`src/rtl/cpu_memory_responder.sv`:
```
// Memory-side responder for the 8-bit CPU bus: 256-byte synchronous RAM with a byte-stream loader that holds the CPU in reset.
// Optional memory-mapped I/O port at IO_ADDR is enabled by defining MEM_IO_PORT_EN.
module cpu_memory_responder #(
    parameter int                ADDR_W  = 8,
    parameter int                DATA_W  = 8,
    parameter logic [ADDR_W-1:0] IO_ADDR = 8'hFF
) (
    input  logic              clk,
    input  logic              reset,
    input  logic [ADDR_W-1:0] address,
    input  logic [DATA_W-1:0] to_memory,
    input  logic              write,
    output logic [DATA_W-1:0] from_memory,
    input  logic              load_valid,
    input  logic [DATA_W-1:0] load_data,
    input  logic              load_last,
    output logic              load_ready,
    input  logic              load_start,
    output logic              cpu_hold,
    input  logic [DATA_W-1:0] in_port,
    output logic [DATA_W-1:0] out_port
);

    typedef enum logic {LOAD, RUN} state_t;

    state_t            state, state_next;
    logic [ADDR_W-1:0] ptr;
    logic [DATA_W-1:0] mem [2**ADDR_W];

    logic              load_accept;
    logic              io_hit;
    logic              mem_we;
    logic [ADDR_W-1:0] mem_wa;
    logic [DATA_W-1:0] mem_wd;

    assign load_ready  = (state == LOAD);
    assign cpu_hold    = (state == LOAD);
    assign load_accept = load_valid && load_ready;

`ifdef MEM_IO_PORT_EN
    assign io_hit = (address == IO_ADDR);
`else
    logic unused_io;
    assign io_hit    = 1'b0;
    assign unused_io = ^{in_port, IO_ADDR};
`endif

    always_ff @(posedge clk or negedge reset) begin
        if (!reset) begin
            state <= LOAD;
        end else begin
            state <= state_next;
        end
    end

    always_comb begin
        state_next = state;
        mem_we     = 1'b0;
        mem_wa     = address;
        mem_wd     = to_memory;
        case (state)
            LOAD: begin
                mem_wa = ptr;
                mem_wd = load_data;
                mem_we = load_accept;
                // Either an explicit last byte or filling the final location ends the load.
                if (load_accept && (load_last || ptr == '1)) begin
                    state_next = RUN;
                end
            end
            RUN: begin
                mem_we = write && !io_hit;
                if (load_start) begin
                    state_next = LOAD;
                end
            end
            default: state_next = LOAD;
        endcase
    end

    always_ff @(posedge clk or negedge reset) begin
        if (!reset) begin
            ptr <= '0;
        end else if (state == LOAD) begin
            if (load_accept) begin
                ptr <= ptr + 1'b1;
            end
        end else if (load_start) begin
            ptr <= '0;
        end
    end

    // RAM contents deliberately survive reset so a partial load is still visible.
    always_ff @(posedge clk) begin
        if (mem_we) begin
            mem[mem_wa] <= mem_wd;
        end
    end

    always_ff @(posedge clk or negedge reset) begin
        if (!reset) begin
            from_memory <= '0;
        end else if (state == LOAD || load_start) begin
            from_memory <= '0;
        end else if (io_hit) begin
            from_memory <= in_port;
        end else if (write) begin
            from_memory <= to_memory;
        end else begin
            from_memory <= mem[address];
        end
    end

`ifdef MEM_IO_PORT_EN
    always_ff @(posedge clk or negedge reset) begin
        if (!reset) begin
            out_port <= '0;
        end else if (state == RUN && write && io_hit) begin
            out_port <= to_memory;
        end
    end
`else
    assign out_port = '0;
`endif

endmodule
```
`config.mk`:
```
export PLATFORM = sky130hd
export DESIGN_NAME = cpu_memory_responder
export DESIGN_NICKNAME = d
export VERILOG_FILES = /design/src/rtl/cpu_memory_responder.sv
export SDC_FILE = /design/constraint.sdc
export NUM_CORES = 2
export LEC_CHECK = 0
export CAP_MARGIN = 10
export CORE_ASPECT_RATIO = 1.25
export CORE_MARGIN = 2
export CORE_UTILIZATION = 50
export CTS_CLUSTER_SIZE = 20
export DETAILED_ROUTE_END_ITERATION = 6
export PLACE_DENSITY = 0.65
export SETUP_SLACK_MARGIN = 0.15
export SYNTH_ARGS = -nofsm -noshare
export SYNTH_HDL_FRONTEND = slang
export SYNTH_SLANG_ARGS = --single-unit
```
`constraint.sdc`:
```
create_clock -name clk -period 11.93 [get_ports clk]
set_clock_uncertainty 0.05 [all_clocks]
set_input_delay 1.193 -clock clk [delete_from_list [all_inputs] [get_ports clk]]
set_output_delay 1.193 -clock clk [all_outputs]
set_load 0.01 [all_outputs]
```
**Word-level counts from Yosys, hierarchy flattened**

Memory sizes are Yosys's and may differ from the RTL's.
Index checks and enable logic that the tools add are counted.

- Bitwise operators: 1
- Add/subtract/negate cells: 1
- Mux-type cells: 13
- Eq/ne operators: 2
- Reductions and logical operators: 6

Operator list:

| operator | number |
|---|---|
| $mux 8 | 7 |
| $add 8x1->8 const B | 1 |
| $eq 8x8->1 const B | 1 |
| $mux 1 | 4 |
| $pmux 1 s2 | 2 |
| $logic_and 1x1->1 | 2 |
| $logic_or 1x1->1 | 2 |
| $ne 2x2->1 const B | 1 |
| $reduce_and 2->1 | 1 |
| $reduce_bool 2->1 | 1 |
| $not 1->1 | 1 |

- Memories kept: 1
- Output and inout port bits: 18
- Register bits: 17
- Bits in writable memories: 2048

Memories:

| memory | words | width | rd ports | clocked after memory_dff | wr ports | line | text |
|---|---|---|---|---|---|---|---|
| mem | 256 | 8 | 1 | 0 | 1 | 28 | `logic [DATA_W-1:0] mem [2**ADDR_W];` |

**Logic depth before layout (Yosys ltp)**

- Depth in word-level cells: 5
- Gate-level depth with buffers: 13
- Gate-level depth less buffers: 7

**Worst setup path before layout**

Ideal clock, no wire load.

- Path kind: register -> register
- Start point: register state
- End point: memory mem[0][4] (data pin)
- Path slack: 7.973 ns
- Path buffers: 4
- Library setup time: 0.556 ns
- Data arrival time: 3.351 ns
- Required time: 11.324 ns
- Cell stages (with the launch flop): 6
- Cells stage by stage: dfrtp_1 -> clkbuf_1 -> clkbuf_1 -> clkbuf_1 -> buf_1 -> mux2_2

- Word-level cells in the longest chain between the ends: 1

Ends and longest elaborated chain:

| element | line | text |
|---|---|---|
| from (decl) | 26 | `state_t state, state_next;` |
| from (signal assigned) | 52 | `state <= state_next;` |
| $mux 8 | 61 | `case (state)` |
| via mem_wd[4] | 34 | `logic [DATA_W-1:0] mem_wd;` |
| to (decl) | 28 |  |

The timed path passes the listed nets, and every way through them passes these cells.

**Worst setup path in the final report**

- Start point: register state
- End point: memory mem[136][1] (enable)

- Word-level cells in the longest chain between the ends: 5
- Elaborated cells between the ends (all ways): 6
- Those cells by class: 4 x mux; 1 x bitwise; 1 x reduce/logical

Ends and longest elaborated chain:

| element | line | text |
|---|---|---|
| $not 1->1 | -- |  |
| $logic_and 1x1->1 | 38 | `assign load_accept = load_valid && load_ready;` |
| $pmux 1 s2 | 61 |  |
| $mux 1 | 95 | `if (mem_we) begin` |
| $mux 1 (implied by the code) | 96 | `mem[mem_wa] <= mem_wd;` |

Parallel ways exist; a longest one is shown, timed or not.

==> metrics.md <==
| Metric | Value |
|---|---|
| Sw Pwr | around 3.3 mW |
| Worst hold start | ptr[2] |
| CTS tree | done |
| Area grow syn2layout | 10.3% |
| Initial antenna violation count | 5 |
| CTS HTree Levels | 4 |
| Fmax | 201 MHz |
| Ys flop type | edfxtp_1 |
| Final Cycle Share | 41.7% |
| Max cap viols | 1 |
| Leakage power | 27.6 nW |
| Internal Power | between 10 and 15 mW |
| Post-CTS Hold Fix Bufs | 0 |
| Mapped Cells | roughly 4000 |
| Post-synth cell types | 60 |
| DRC violations left | 0 |
| R2r setup slk | just under 7 ns |
| # rows | between 150 and 200 |
| GRT Total Usage | 25.2% |
| Initial Utilization | 50.4% |
| Dpl cells | 5961 |
| Violated checks | max-capacitance violations, max-slew violations |
| Design area | about 89000 µm² |
| CTS clk-pin slew, worst paths | 0.07 ns |
| Clock buffer depth | 3 |
| Layout cell share with drive strength beyond 1 | roughly 20% |
| Detailed Route WL | a little over 200000 µm |
| Hold Path Stages | 2 |
| Finish-stage setup viols | 0 |
| Post-synth top area share | 76.1% |
| Largest net degree at the start of global routing | 179 |
| Sequential fraction of the synthesis area | 76.6% |
| Fin Setup TNS | 0 ns |
| Seq pwr share | a little over half |
| FF-to-FF End | mem[136][1] |
| Overall Power | 14.9 mW |
| Cell Pwr Density | 168 nW/µm² |
| Gpl congestion | 0.944 |
| Ports | 56 |
| Crit path time final | 4.97 ns |
| Die Ht | 454 µm |
| Core area | 160000 µm² |
| Async S/R FF share, synth | 0.823% |
| 1st-iter DRT viols | between 4000 and 5000 |
| #FFs+latches synth | ~2100 |
| Die ar. | 165000 µm² |
| Combinational power share | 6.4% |
| Die X | ~360 µm |
| Syn_area_per_cell | 20.6 µm² |
| HPWL after detailed placement | between 100000 and 150000 µm |
| Via count | 39700 |
| Yosys top cell by area | edfxtp_1 |
| Status | complete, but fails checks |
| Worst-case reg-to-reg path depth | 4 |
| CP Capture Type | flop |
| Placed inst area | around 83000 µm² |
| CP Launch Type | flop |
| Worst min path class | reg2reg |
| Unrepaired setup endpoints after global routing | false |
| CTS resizes | 0 |
| Number of global-route vias before repair | 39800 |
| Critical Setup Path Class | reg2reg |
| Drt wl/cell | roughly 33 µm |
| Post-synth EDFFs | about 2000 |
| Critical Path AT | about 5.4 ns |
| Hold EP | ptr[2] |
| Clock Tree Root | clkbuf_16 |
| Post-Layout Cell Count | 6315 |
| Hold Slack | 0.540 ns |
| Slew @ Worst Pin | 1.54 ns |
| Final Max Tran Viols | 2 |
| Max transition margin | -3.12% |
| Num CTS Buffers | 190 |
| Synth Warn # | 0 |
| Clock sink count | 2065 |
| Port Buf Inserts | 39 |
| Sw frac | around 22% |
| Fin. Hold Viols | 0 |
| Netlist Area Pre-Place | 80800 µm² |
| Clk_lat worst skew | 0.84 ns |
| GR Overflow Total | 0 |
| First-pass GRT wire length | 292000 µm |
| Via density per instance | 6.29 |
| Final-stage net count | 4036 |
| Clk pwr share | 39.1% |
| Critical path origin | state |
| Reg2Reg Launch Point | state |
| IR drop worst, VDD | 0.000161 V |
| Detail Route Antenna Nets | 0 |
| DRT Pass-1 Iters | 6 |
| Setup Fix Bufs, Post-CTS | 0 |
| WP data required | 12.34 ns |
| Top cells by area, synth | edfxtp_1 (76%), mux4_2 (12%), mux2i_1 (2.8%) |
| Crit Path Max Fanout | 45 |
==> cells by family (layout without fill, tap and decap cells) <==
kind of cell | count (synthesis) | in the layout | synth area share [%]
multiplexers | 684 | 684 | 15.3
buffers and inverters | 253 | 481 | 1.96
flip-flops | 2065 | 2065 | 76.6
other | 1 | 10 | 0.00464
AO/OA/AOI/OAI | 349 | 349 | 3.06
AND/OR/NAND/NOR | 565 | 565 | 2.97
adder cells (fa/ha/maj) | 1 | 1 | 0.0155
XOR/XNOR | 2 | 2 | 0.0217
==> critical path, stage by stage, from the launching register on <==
cell,delay (ns)
dfrtp_2,1.02
clkinv_1,0.59
o31ai_1,1.00
nand2_1,0.92
nor2_1,0.99
==> power by group through the flow <==
stage                     Clock (mW)  Combinational (mW)  Sequential (mW)
after floorplan                    0               0.555             8.32
after global placement             0               0.927             8.31
after detailed placement           0               0.949             8.31
after CTS                       5.90               0.949             8.15
after global routing            6.16               0.995             8.15
final                           5.84               0.952             8.16
==> placed cells by master, fill, tap and decap left out, types with 10 or more instances in the layout <==
master	instances
clkbuf_16	191
and2_1	14
nor4_1	14
nand3_1	24
o22ai_1	70
nor3_1	33
mux4_2	441
o21ai_0	47
bufinv_16	12
inv_6	12
mux2i_1	225
clkinv_2	32
a21oi_1	31
clkinv_1	49
o211ai_1	12
a2111oi_0	21
a22o_1	10
dfrtp_1	16
a22oi_1	28
nor2_1	307
clkdlybuf4s50_1	35
edfxtp_1	2048
a31oi_1	12
o221ai_1	51
buf_4	74
nand2_1	118
clkbuf_1	48
a211oi_1	24
nand3_2	10
==> per-stage QoR <==
stage | utilization, % | setup slack [ns]
2_1_floorplan | - | 7.97
5_1_grt | 55.6 | 6.68
6_report | 55.6 | 6.96
3_5_place_dp | 52.0 | 6.19
4_1_cts | 55.6 | 7.03
3_3_place_gp | 52.0 | 6.13
==> cells in the mapped netlist, types with 21 or more instances <==
cell type  number
buf_2          53
a2111oi_0      21
buf_6          46
nor2_1        308
a21oi_1        31
nand3_1        31
o221ai_1       51
o21ai_0        48
nor3_1         34
buf_4          32
mux2i_1       225
a211oi_1       24
edfxtp_1     2048
a22oi_1        28
nand2_1       119
o22ai_1        70
clkbuf_1       88
mux4_2        441
==> area by class of cell <==
class	count	area, µm²
clock buffers	240	4970
flip-flops and latches	2065	61900
multi-input cells	1609	17500
well taps	2158	2700
diodes	2	5.00
clock inverters	110	897
inverters	12	50.0
repair buffers	119	1080
fillers	11900	71100
==> worst max-delay path by stage <==
stage | end | slack (ns) | cells after the start
finish | mem[136][1] | 6.96 | 4
global route | mem[128][4] | 6.68 | 4
CTS | mem[128][4] | 7.03 | 4
detailed placement | from_memory[6] | 6.19 | 9
global placement | from_memory[6] | 6.13 | 9
floorplan | mem[0][4] | 7.97 | 5
==> state kept, by name (all words and copies together) (netlist names) <==
register and flops:
from_memory 8, ptr 8, mem 2048, state 1
==> metal layers <==
layer  vias to the layer above  routed length (µm)  track usage [%]
met4                         2               10800             12.2
met1                     21000               75600             32.1
met5                         -                  16                0
met3                       433               16300             4.63
li1                      16400                   -                -
met2                      1867              103000             42.0
No activity file was read; power rests on OpenSTA's default activity.
